`src/rtl/uart_core.sv`:
```
// UART core: baud generator, TX/RX FIFOs (first-word-fall-through) and
// TX/RX frame state machines with internal loopback.
// Optional feature macro: UART_PARITY_EN adds an even-parity bit after the
// data bits on transmit and checks it on receive.

// Synchronous FIFO with occupancy count; head word is visible while not empty
module uart_fifo #(
   parameter int W     = 8,
   parameter int DEPTH = 16
) (
   input  logic         clk,
   input  logic         reset,
   input  logic         wr_en,
   input  logic [W-1:0] wr_data,
   input  logic         rd_en,
   output logic [W-1:0] rd_data,
   output logic         full,
   output logic         empty
);
   localparam int AW = $clog2(DEPTH);
   localparam logic [AW:0] FULL_CNT = (AW+1)'(DEPTH);

   logic [W-1:0]  mem [DEPTH];
   logic [AW-1:0] wr_ptr;
   logic [AW-1:0] rd_ptr;
   logic [AW:0]   count;
   logic          rd_ok;
   logic          wr_ok;

   assign full    = (count == FULL_CNT);
   assign empty   = (count == '0);
   assign rd_ok   = rd_en && !empty;
   assign wr_ok   = wr_en && (!full || rd_ok);
   assign rd_data = empty ? '0 : mem[rd_ptr];

   // Pointers wrap naturally modulo DEPTH; count tracks occupancy
   always_ff @(posedge clk or negedge reset) begin
      if (!reset) begin
         wr_ptr <= '0;
         rd_ptr <= '0;
         count  <= '0;
      end else begin
         if (wr_ok) wr_ptr <= wr_ptr + 1'b1;
         if (rd_ok) rd_ptr <= rd_ptr + 1'b1;
         case ({wr_ok, rd_ok})
            2'b10:   count <= count + 1'b1;
            2'b01:   count <= count - 1'b1;
            default: count <= count;
         endcase
      end
   end

   // Storage array needs no reset; the read port masks it to 0 while empty
   always_ff @(posedge clk) begin
      if (wr_ok) mem[wr_ptr] <= wr_data;
   end
endmodule

module uart_core #(
   parameter int NBITS   = 8,
   parameter int STPBITS = 2,
   parameter int DEPTH   = 16,
   parameter int DIV_W   = 16
) (
   input  logic             clk,
   input  logic             reset,
   input  logic             twr_en,
   input  logic [NBITS-1:0] twr_data,
   input  logic             rrd_en,
   output logic [NBITS-1:0] rrd_data,
   output logic             tx_full,
   output logic             tx_empty,
   output logic             rx_full,
   output logic             rx_empty,
   input  logic [DIV_W-1:0] divisor,
   input  logic             loopback,
   input  logic             rxd,
   output logic             txd,
   output logic             rx_ovf,
   output logic             frame_err,
   output logic             parity_err
);
   typedef enum logic [2:0] {
      IDLE,
      START,
      DATA,
`ifdef UART_PARITY_EN
      PARITY,
`endif
      STOP
   } state_t;

   localparam logic [3:0] LAST_BIT  = 4'(NBITS-1);
   localparam logic       LAST_STOP = 1'(STPBITS-1);

   logic [DIV_W-1:0] baud_cnt;
   logic             tick;

   logic [NBITS-1:0] tx_head;
   logic             tx_pop;
   state_t           tx_state;
   logic [3:0]       tx_tick_cnt;
   logic [3:0]       tx_bit_cnt;
   logic             tx_stop_cnt;
   logic [NBITS-1:0] tx_shift;
   logic             tx_bit_end;

   logic             rx_sync1;
   logic             rx_sync2;
   logic             rx_in;
   logic             rx_prev;
   state_t           rx_state;
   logic [3:0]       rx_tick_cnt;
   logic [3:0]       rx_bit_cnt;
   logic [NBITS-1:0] rx_shift;
   logic             rx_wr_req;
   logic             rx_mid;
   logic             rx_end;

`ifdef UART_PARITY_EN
   logic             tx_par;
   logic             rx_par_bit;
`endif

   assign tick = (baud_cnt == '0);

   // Baud counter reloads from divisor on each tick, so a new divisor lands at reload
   always_ff @(posedge clk or negedge reset) begin
      if (!reset) baud_cnt <= '0;
      else if (tick) baud_cnt <= divisor;
      else baud_cnt <= baud_cnt - 1'b1;
   end

   uart_fifo #(.W(NBITS), .DEPTH(DEPTH)) u_tx_fifo (
      .clk     (clk),
      .reset   (reset),
      .wr_en   (twr_en),
      .wr_data (twr_data),
      .rd_en   (tx_pop),
      .rd_data (tx_head),
      .full    (tx_full),
      .empty   (tx_empty)
   );

   // Pops happen on a baud tick, either from IDLE or at the end of the last
   // stop bit so consecutive words go out with no idle gap
   assign tx_bit_end = tick && (tx_tick_cnt == 4'd15);
   assign tx_pop     = !tx_empty && tick &&
                       ((tx_state == IDLE) ||
                        (tx_state == STOP && tx_bit_end && tx_stop_cnt == LAST_STOP));

   // Transmit frame sequencer; the 4-bit tick counter wraps once per bit
   always_ff @(posedge clk or negedge reset) begin
      if (!reset) begin
         tx_state    <= IDLE;
         txd         <= 1'b1;
         tx_tick_cnt <= '0;
         tx_bit_cnt  <= '0;
         tx_stop_cnt <= 1'b0;
         tx_shift    <= '0;
`ifdef UART_PARITY_EN
         tx_par      <= 1'b0;
`endif
      end else begin
         if (tick) tx_tick_cnt <= tx_tick_cnt + 1'b1;
         case (tx_state)
            IDLE: begin
               txd <= 1'b1;
               if (tx_pop) begin
                  tx_shift    <= tx_head;
`ifdef UART_PARITY_EN
                  tx_par      <= ^tx_head;
`endif
                  tx_tick_cnt <= '0;
                  txd         <= 1'b0;
                  tx_state    <= START;
               end
            end
            START: begin
               if (tx_bit_end) begin
                  tx_bit_cnt <= '0;
                  txd        <= tx_shift[0];
                  tx_state   <= DATA;
               end
            end
            DATA: begin
               if (tx_bit_end) begin
                  if (tx_bit_cnt == LAST_BIT) begin
`ifdef UART_PARITY_EN
                     txd         <= tx_par;
                     tx_state    <= PARITY;
`else
                     txd         <= 1'b1;
                     tx_stop_cnt <= 1'b0;
                     tx_state    <= STOP;
`endif
                  end else begin
                     tx_bit_cnt <= tx_bit_cnt + 1'b1;
                     txd        <= tx_shift[1];
                     tx_shift   <= {1'b0, tx_shift[NBITS-1:1]};
                  end
               end
            end
`ifdef UART_PARITY_EN
            PARITY: begin
               if (tx_bit_end) begin
                  txd         <= 1'b1;
                  tx_stop_cnt <= 1'b0;
                  tx_state    <= STOP;
               end
            end
`endif
            STOP: begin
               if (tx_bit_end) begin
                  if (tx_stop_cnt == LAST_STOP) begin
                     if (tx_pop) begin
                        tx_shift <= tx_head;
`ifdef UART_PARITY_EN
                        tx_par   <= ^tx_head;
`endif
                        txd      <= 1'b0;
                        tx_state <= START;
                     end else begin
                        txd      <= 1'b1;
                        tx_state <= IDLE;
                     end
                  end else begin
                     tx_stop_cnt <= tx_stop_cnt + 1'b1;
                  end
               end
            end
            default: begin
               txd      <= 1'b1;
               tx_state <= IDLE;
            end
         endcase
      end
   end

   // Two-flop synchronizer on the external line plus previous-value for edge detect
   always_ff @(posedge clk or negedge reset) begin
      if (!reset) begin
         rx_sync1 <= 1'b1;
         rx_sync2 <= 1'b1;
         rx_prev  <= 1'b1;
      end else begin
         rx_sync1 <= rxd;
         rx_sync2 <= rx_sync1;
         rx_prev  <= rx_in;
      end
   end

   assign rx_in  = loopback ? txd : rx_sync2;
   assign rx_mid = tick && (rx_tick_cnt == 4'd7);
   assign rx_end = tick && (rx_tick_cnt == 4'd15);

   // Receive frame sequencer; samples mid-bit and requests a FIFO write after a good stop bit
   always_ff @(posedge clk or negedge reset) begin
      if (!reset) begin
         rx_state    <= IDLE;
         rx_tick_cnt <= '0;
         rx_bit_cnt  <= '0;
         rx_shift    <= '0;
         rx_wr_req   <= 1'b0;
         frame_err   <= 1'b0;
`ifdef UART_PARITY_EN
         rx_par_bit  <= 1'b0;
         parity_err  <= 1'b0;
`endif
      end else begin
         rx_wr_req <= 1'b0;
         frame_err <= 1'b0;
`ifdef UART_PARITY_EN
         parity_err <= 1'b0;
`endif
         if (tick) rx_tick_cnt <= rx_tick_cnt + 1'b1;
         case (rx_state)
            IDLE: begin
               if (rx_prev && !rx_in) begin
                  rx_tick_cnt <= '0;
                  rx_state    <= START;
               end
            end
            START: begin
               if (rx_mid && rx_in) begin
                  rx_state <= IDLE;
               end else if (rx_end) begin
                  rx_bit_cnt <= '0;
                  rx_state   <= DATA;
               end
            end
            DATA: begin
               if (rx_mid) rx_shift <= {rx_in, rx_shift[NBITS-1:1]};
               if (rx_end) begin
                  if (rx_bit_cnt == LAST_BIT) begin
`ifdef UART_PARITY_EN
                     rx_state <= PARITY;
`else
                     rx_state <= STOP;
`endif
                  end else begin
                     rx_bit_cnt <= rx_bit_cnt + 1'b1;
                  end
               end
            end
`ifdef UART_PARITY_EN
            PARITY: begin
               if (rx_mid) rx_par_bit <= rx_in;
               if (rx_end) rx_state <= STOP;
            end
`endif
            STOP: begin
               if (rx_mid) begin
                  rx_state <= IDLE;
                  if (!rx_in) begin
                     frame_err <= 1'b1;
`ifdef UART_PARITY_EN
                  end else if (rx_par_bit != ^rx_shift) begin
                     parity_err <= 1'b1;
`endif
                  end else begin
                     rx_wr_req <= 1'b1;
                  end
               end
            end
            default: rx_state <= IDLE;
         endcase
      end
   end

`ifndef UART_PARITY_EN
   assign parity_err = 1'b0;
`endif

   uart_fifo #(.W(NBITS), .DEPTH(DEPTH)) u_rx_fifo (
      .clk     (clk),
      .reset   (reset),
      .wr_en   (rx_wr_req),
      .wr_data (rx_shift),
      .rd_en   (rrd_en),
      .rd_data (rrd_data),
      .full    (rx_full),
      .empty   (rx_empty)
   );

   // Overrun pulse when a received word meets a full FIFO with no read to make room
   always_ff @(posedge clk or negedge reset) begin
      if (!reset) rx_ovf <= 1'b0;
      else rx_ovf <= rx_wr_req && rx_full && !rrd_en;
   end
endmodule

```
`config.mk`:
```
export PLATFORM = sky130hd
export DESIGN_NAME = uart_core
export DESIGN_NICKNAME = d
export VERILOG_FILES = /design/src/rtl/uart_core.sv
export SDC_FILE = /design/constraint.sdc
export NUM_CORES = 1
export LEC_CHECK = 0
export ABC_CLOCK_PERIOD_IN_PS = 3500
export CORE_MARGIN = 1
export CORE_UTILIZATION = 40
export DETAILED_ROUTE_END_ITERATION = 10
export SYNTH_ARGS = -nofsm -noshare
export SYNTH_HDL_FRONTEND = slang
export SYNTH_SLANG_ARGS = --single-unit
```
`constraint.sdc`:
```
create_clock -name clk -period 3.5 [get_ports clk]
set_input_delay 0.7 -clock clk [delete_from_list [all_inputs] [get_ports clk]]
set_output_delay 0.7 -clock clk [all_outputs]
set_load 0.01 [all_outputs]
```
Word level (Yosys, flattened, before mapping)
Memories as Yosys holds them, arrays and structs flattened.
Index checks and enable logic that the tools add are counted.
{"block": "word_totals", "reg_bits": 88, "latch_bits": 0, "ram_bits": 256, "mem_bits_ro": 0, "in_bits": 30, "output_inout_bits": 16, "word_cells": 178, "n_memories": 2}
{"block": "classes", "n_addsub": 14, "multipliers": 0, "div": 0, "magnitude_cmp": 0, "eq_ne": 32, "shifts": 0, "muxes": 64, "bitwise": 0, "reduce_logical": 43}
{"memory": "u_rx_fifo.mem", "words": 16, "width": 8, "read_ports": 1, "rd_clocked_by_memory_dff": 0, "wr": 1, "line_no": "23", "text": "logic [W-1:0] mem [DEPTH];"}
{"memory": "u_tx_fifo.mem", "words": 16, "width": 8, "read_ports": 1, "rd_clocked_by_memory_dff": 0, "wr": 1, "line_no": "23"}
{"op": "2-to-1 mux 8 bit", "n": 7}
{"op": "2-to-1 mux 4 bit", "n": 13}
{"op": "2-to-1 mux 3 bit", "n": 12}
{"op": "adder 4 x 1 -> 4 bit, second input constant", "n": 8}
{"op": "inequality test 2 bit, second input constant", "n": 13}
{"op": "case mux 3 bit (4 select lines)", "n": 2}
{"op": "case mux 8 bit (3 select lines)", "n": 1}
{"op": "2-to-1 mux 1 bit", "n": 22}
{"op": "case mux 5 bit (2 select lines)", "n": 2}
{"op": "zero test 16 bit", "n": 1}
{"op": "2-to-1 mux 16 bit", "n": 1}
{"op": "case mux 4 bit (2 select lines)", "n": 2}
{"op": "subtractor 16 x 1 -> 16 bit, second input constant", "n": 1}
{"op": "logical AND 1 bit", "n": 15}
{"op": "AND reduction 5 bit", "n": 3}
{"op": "equality test 3 x 2 -> 1 bit, second input constant", "n": 4}
{"op": "equality test 4 x 3 -> 1 bit, second input constant", "n": 3}
{"op": "AND reduction 4 bit", "n": 3}
{"op": "adder 5 x 1 -> 5 bit, second input constant", "n": 2}
{"op": "equality test 5 bit, second input constant", "n": 2}
{"op": "zero test 5 bit", "n": 2}
{"op": "nonzero test 2 bit", "n": 5}
{"op": "subtractor 5 x 1 -> 5 bit, second input constant", "n": 2}
{"op": "equality test 4 bit, second input constant", "n": 2}
{"op": "14 further kinds", "n": 25}

Logic depth before layout (Yosys ltp)
{"block": "depth", "ltp_word": 11, "depth_mapped": 12}

By module
Synthesis repeated with hierarchy kept, for this count alone.
{"block": "hier_totals", "hier_cells": 928, "area_unflattened_um2": 14959.3}
{"mod": "uart_fifo", "instances": 2, "cells_each": 302, "area_per_inst_um2": 5878.1, "seq_area_each_um2": 4169.0}
{"mod": "uart_core", "instances": 1, "cells_each": 324, "area_per_inst_um2": 3203.1, "seq_area_each_um2": 1506.4}

Least setup slack after synthesis
OpenSTA, ideal clock, no wires.
{"block": "synth_path", "kind": "register to register", "from": "register baud_cnt[0]", "to": "register u_tx_fifo.count[4]", "setup_time_ps": 125, "t_arrival_ps": 2883, "setup_slack_ps": 492, "path_stages_with_launch": 13, "n_path_buf": 1, "period_less_slack_ps": 3008, "cell_sequence": "dfrtp_1 inv_1 ha_1 nor3b_2 nand4_1 buf_2 nor4_1 ha_1 a21o_1 a21o_1 and3_1 nor3_1 a21oi_1"}
{"block": "synth_via", "elab_chain_cells": 11, "word_cells_on_any_way": 14, "cone_classes": "eq/ne (2); mux (1); reduce/logical (11)"}
{"element": "from (decl)", "line_no": "96", "text": "logic [DIV_W-1:0] baud_cnt;"}
{"element": "from (signal assigned)", "line_no": "130", "text": "else if (tick) baud_cnt <= divisor;"}
{"element": "from (signal assigned)", "line_no": "131", "text": "else baud_cnt <= baud_cnt - 1'b1;"}
{"element": "zero test 16 bit (*)", "line_no": "125", "text": "assign tick = (baud_cnt == '0);"}
{"element": "logical AND 1 bit", "line_no": "147", "text": "assign tx_bit_end = tick && (tx_tick_cnt == 4'd15);"}
{"element": "logical AND 1 bit (2 in a row)", "line_no": "150", "text": "(tx_state == STOP && tx_bit_end && tx_stop_cnt == LAST_STOP));"}
{"element": "logical OR 1 bit", "line_no": "149", "text": "((tx_state == IDLE) ||"}
{"element": "logical AND 1 bit (*)", "line_no": "148", "text": "assign tx_pop = !tx_empty && tick &&"}
{"element": "logical AND 1 bit (*)", "line_no": "32", "text": "assign rd_ok = rd_en && !empty;"}
{"element": "logical OR 1 bit", "line_no": "33", "text": "assign wr_ok = wr_en && (!full || rd_ok);"}
{"element": "logical AND 1 bit", "line_no": "33"}
{"element": "equality test 2 x 1 -> 1 bit or equality test 2 bit (tied branches)", "line_no": "45", "text": "case ({wr_ok, rd_ok})"}
{"element": "case mux 5 bit (2 select lines) or nonzero test 2 bit (tied branches)"}
{"element": "to (signal assigned)", "line_no": "46", "text": "2'b10: count <= count + 1'b1;"}
{"element": "to (signal assigned)", "line_no": "47", "text": "2'b01: count <= count - 1'b1;"}
{"element": "to (signal assigned)", "line_no": "48", "text": "default: count <= count;"}
{"element": "to (decl)", "line_no": "26", "text": "logic [AW:0] count;"}
Every way passes the cells marked *; elsewhere a longest branch is shown, timed or not.
A chain may end at the register's enable or synchronous reset.

Final worst setup path
{"block": "layout_path", "from": "register u_rx_fifo.rd_ptr[0]", "to": "output rrd_data[3]"}
{"block": "layout_via", "elab_chain_cells": 2}
{"element": "from (decl)", "line_no": "25", "text": "logic [AW-1:0] rd_ptr;"}
{"element": "from (signal assigned)", "line_no": "44", "text": "if (rd_ok) rd_ptr <= rd_ptr + 1'b1;"}
{"element": "memory (16 x 8 bit)"}
{"element": "2-to-1 mux 8 bit", "line_no": "34", "text": "assign rd_data = empty ? '0 : mem[rd_ptr];"}
{"element": "to (decl)", "line_no": "70", "text": "output logic [NBITS-1:0] rrd_data,"}
Every way passes these cells.

==> run summary <==
outcome = completed
Worst setup EP type = output pin
CP max FO = 11
row count = 69
Seq/Total Area, Yosys = 0.6839
TritonCTS Buffers = 38
leakage power = 0.006334 uW
CTS tree = yes
vias in the first global route = 7973
setup TNS = 0 ns
max-slew violations = 0
H-Tree Depth = 2
die width = 191.7 um
# port buffers = 44
worst reg-to-reg path cell count = 9
post-place instance area = 0.01559 mm2
part of the power in combinational logic = 0.136
initial antenna violation count = 0
Worst Setup EP = rrd_data[3]
maximum buffer depth of the clock tree = 3
most used cell along the critical path = mux4_2
Worst-Margin Slew = 0.6978 ns
WP data arrival = 2.69 ns
worst setup margin = 0.1110 ns
overall power = 10260 uW
Vias = 7737
Final ANT Viol Nets = 0
routability cong. = 0.7828
gr usage total = 0.1690
Fin. Hold Viols = 0
area grow syn2layout = 17.49%
Chip Height = 191.7 um
FF+latch count, synth = 342
Int Power = 7652 uW
DR pass1 iterations = 5
via density per instance = 5.278
crit-path max cell delay = 0.52 ns
clock power share = 0.381
post-synth net total = 934
R2R Setup Slk = 0.46 ns
# diodes = 0
1st-iter DRT viols = 577
# setup viols final = 0
CP max-delay cell = mux4_2
Sequential Power Share = 0.483
Synth Cell Area = 0.01440 mm2
r2r endpoint = u_tx_fifo.mem[3][7]
class of the worst hold path = primary input to async pin
CP Data Required Time = 2.80 ns
RSZ-0062 raised after global routing = false
Final nets = 1032
switching pwr = 2611 uW
start point of the critical path = u_rx_fifo.rd_ptr[0]
pwr/cell area = 606.8 mW/mm2
CTS clk-pin slew, worst paths = 0.06 ns
Worst Path Buf+Inv = 3
clock insertion delay at the later pin of the skew report = 0.56 ns
Layout Cell Area excl Fill = 0.01691 mm2
Top Family by Delay on Critical Path = multiplexers
critical path type = flip-flop to output pin
ys flop type = edfxtp_1
initial core utilization = 0.4057
CORE AREA = 0.03548 mm2
FF+latch area = 0.009847 mm2
relative slew slack = 0.5334
DR DRC count = 0
number of stages on the worst setup path = 6
synth unique cells = 59
clk_skew = 0.02124 ns
first-pass GRT wire length = 46120 um
Post-synth EDFFs = 256
Root Buffer = clkbuf_16
Tmin final = 3.389 ns
worst reg2reg startpoint = baud_cnt[0]
maximum VDD drop = 0.4393 mV
sw frac = 0.2544
clk sink count = 342
layout cells sized above 1 = 0.2100
fillers = 3023
Multi-input gate area = 0.004324 mm2
# IOs = 46
GRT overflow = 0
commonest non-fill, non-tap cell in the layout = edfxtp_1
Max Cap Viol = 0
Routed wire per std cell = 20.12 um
worst path cell trace = buf_6, buf_12, mux4_2, mux4_2, nor2b_1, dlygate4sd2_1
Final period util = 0.9683
pre-CTS WS = 0.3595 ns
Post-Route WL = 29490 um
Mapped Cells = 877
Die ar. = 0.03675 mm2
Max Fclk = 0.2951 GHz
Worst setup SP type = flip-flop
async set-reset flop share out of synthesis = 0.2515
syn_area_per_cell = 16.41 um2
largest net degree at the start of global routing = 48
HPWL after DPL = 18730 um
YS warnings = 0
commonest cells after routing, fill and taps aside = edfxtp_1, dfrtp_1, mux4_2
[worst min path at each step]
stage	start	to	slack (ns)	cells past startpoint
finish	reset	tx_state[1]	0.18	1
global route	reset	tx_state[1]	0.22	1
CTS	reset	rx_bit_cnt[0]	0.18	1
detailed placement	rx_sync1	rx_sync2	0.35	0
global placement	rx_sync1	rx_sync2	0.35	0
floorplan	rx_sync1	rx_sync2	0.35	0
[final cells by class]
type | instances | share of cell area
Inverter | 23 | 0.005105
Sequential cell | 342 | 0.5822
Clock inverter | 20 | 0.01095
Tap cell | 461 | 0.03411
Multi-Input combinational cell | 479 | 0.2557
Clock buffer | 50 | 0.06185
Timing Repair Buffer | 91 | 0.05008
[power groups by stage]
stage          clock network (uW)  logic (uW)  registers (uW)
2_1_floorplan                   0         994            4880
3_3_place_gp                    0        1280            5030
3_5_place_dp                    0        1300            5040
4_1_cts                      4000        1410            4960
5_1_grt                      4170        1550            4990
6_report                     3910        1400            4950
[sequential cells by signal, summed over array words and instances, names as in the netlist, 5 cells and up]
register / count
baud_cnt: 16
rx_shift: 8
tx_shift: 8
u_rx_fifo.count: 5
u_rx_fifo.mem: 128
u_tx_fifo.count: 5
u_tx_fifo.mem: 128
[repair_timing]
item,4_1_cts,5_1_grt
buffers inserted,4,4
cloned,1,0
setup endpoints to repair,7,5
hold buffers,0,0
gates resized for setup,8,7
[layer usage]
metal  routed length, um  vias to the layer above  track usage  part of all wire
met5                   0                        -            0                 0
met4                 718                        0      0.05708             0.024
met3                1556                       51      0.03764             0.053
met2               14480                      152       0.2767              0.49
met1               12730                     3938       0.2221              0.43
li1                    -                     3596            -                 -
[cells in the mapped netlist, types with 3 or more instances]
cell / count / area [um2]
o22ai_1: 6 / 37.54
a22o_1: 6 / 52.55
edfxtp_1: 256 / 7687
xnor2_1: 23 / 201.4
dfstp_2: 4 / 105.1
nor2_1: 49 / 183.9
nand2_1: 58 / 217.7
buf_1: 5 / 18.77
nand4b_1: 3 / 26.28
a31oi_1: 3 / 18.77
a221o_1: 4 / 40.04
xor2_1: 9 / 78.83
nand4_1: 7 / 43.79
mux2i_1: 19 / 190.2
a21oi_1: 20 / 100.1
nand3b_1: 3 / 22.52
or4_1: 5 / 37.54
clkbuf_1: 17 / 63.81
inv_1: 23 / 86.33
o21ai_0: 26 / 130.1
ha_1: 25 / 312.8
a211oi_1: 3 / 22.52
nor3_1: 18 / 90.09
a21o_1: 7 / 52.55
o211ai_1: 3 / 22.52
dfrtp_1: 82 / 2052
nor2b_1: 9 / 56.30
mux2_2: 15 / 168.9
and3_1: 6 / 37.54
nand3_1: 13 / 65.06
buf_2: 10 / 50.05
a22oi_1: 3 / 22.52
or2_2: 4 / 25.02
nor4_1: 4 / 25.02
o31ai_1: 3 / 22.52
mux4_2: 67 / 1509
o221ai_1: 5 / 43.79
nor3b_1: 4 / 30.03
and2_1: 17 / 106.4
nand2b_1: 7 / 43.79
[stage by stage]
stage | hold WS, ns | utilization | std cells
3_5_place_dp | 0.3534 | 0.4394 | 1388
3_3_place_gp | 0.3487 | 0.4394 | 1388
5_1_grt | 0.2167 | 0.4766 | 1466
2_1_floorplan | 0.3452 | - | 877
6_report | 0.1789 | 0.4766 | 1466
4_1_cts | 0.1764 | 0.4759 | 1463
[kinds of logic after synthesis]
group	Yosys count	synth area share
buffers and inverters	56	0.01573
DFF	342	0.6839
and+or+nand+nor	218	0.07866
xor gates and xnor gates	32	0.01947
other	1	0.0002605
muxes	101	0.1298
AOI/OAI and AO/OA	100	0.04772
adders and majority gates	27	0.02451
Note: power is estimated with default switching activity, not from simulation.
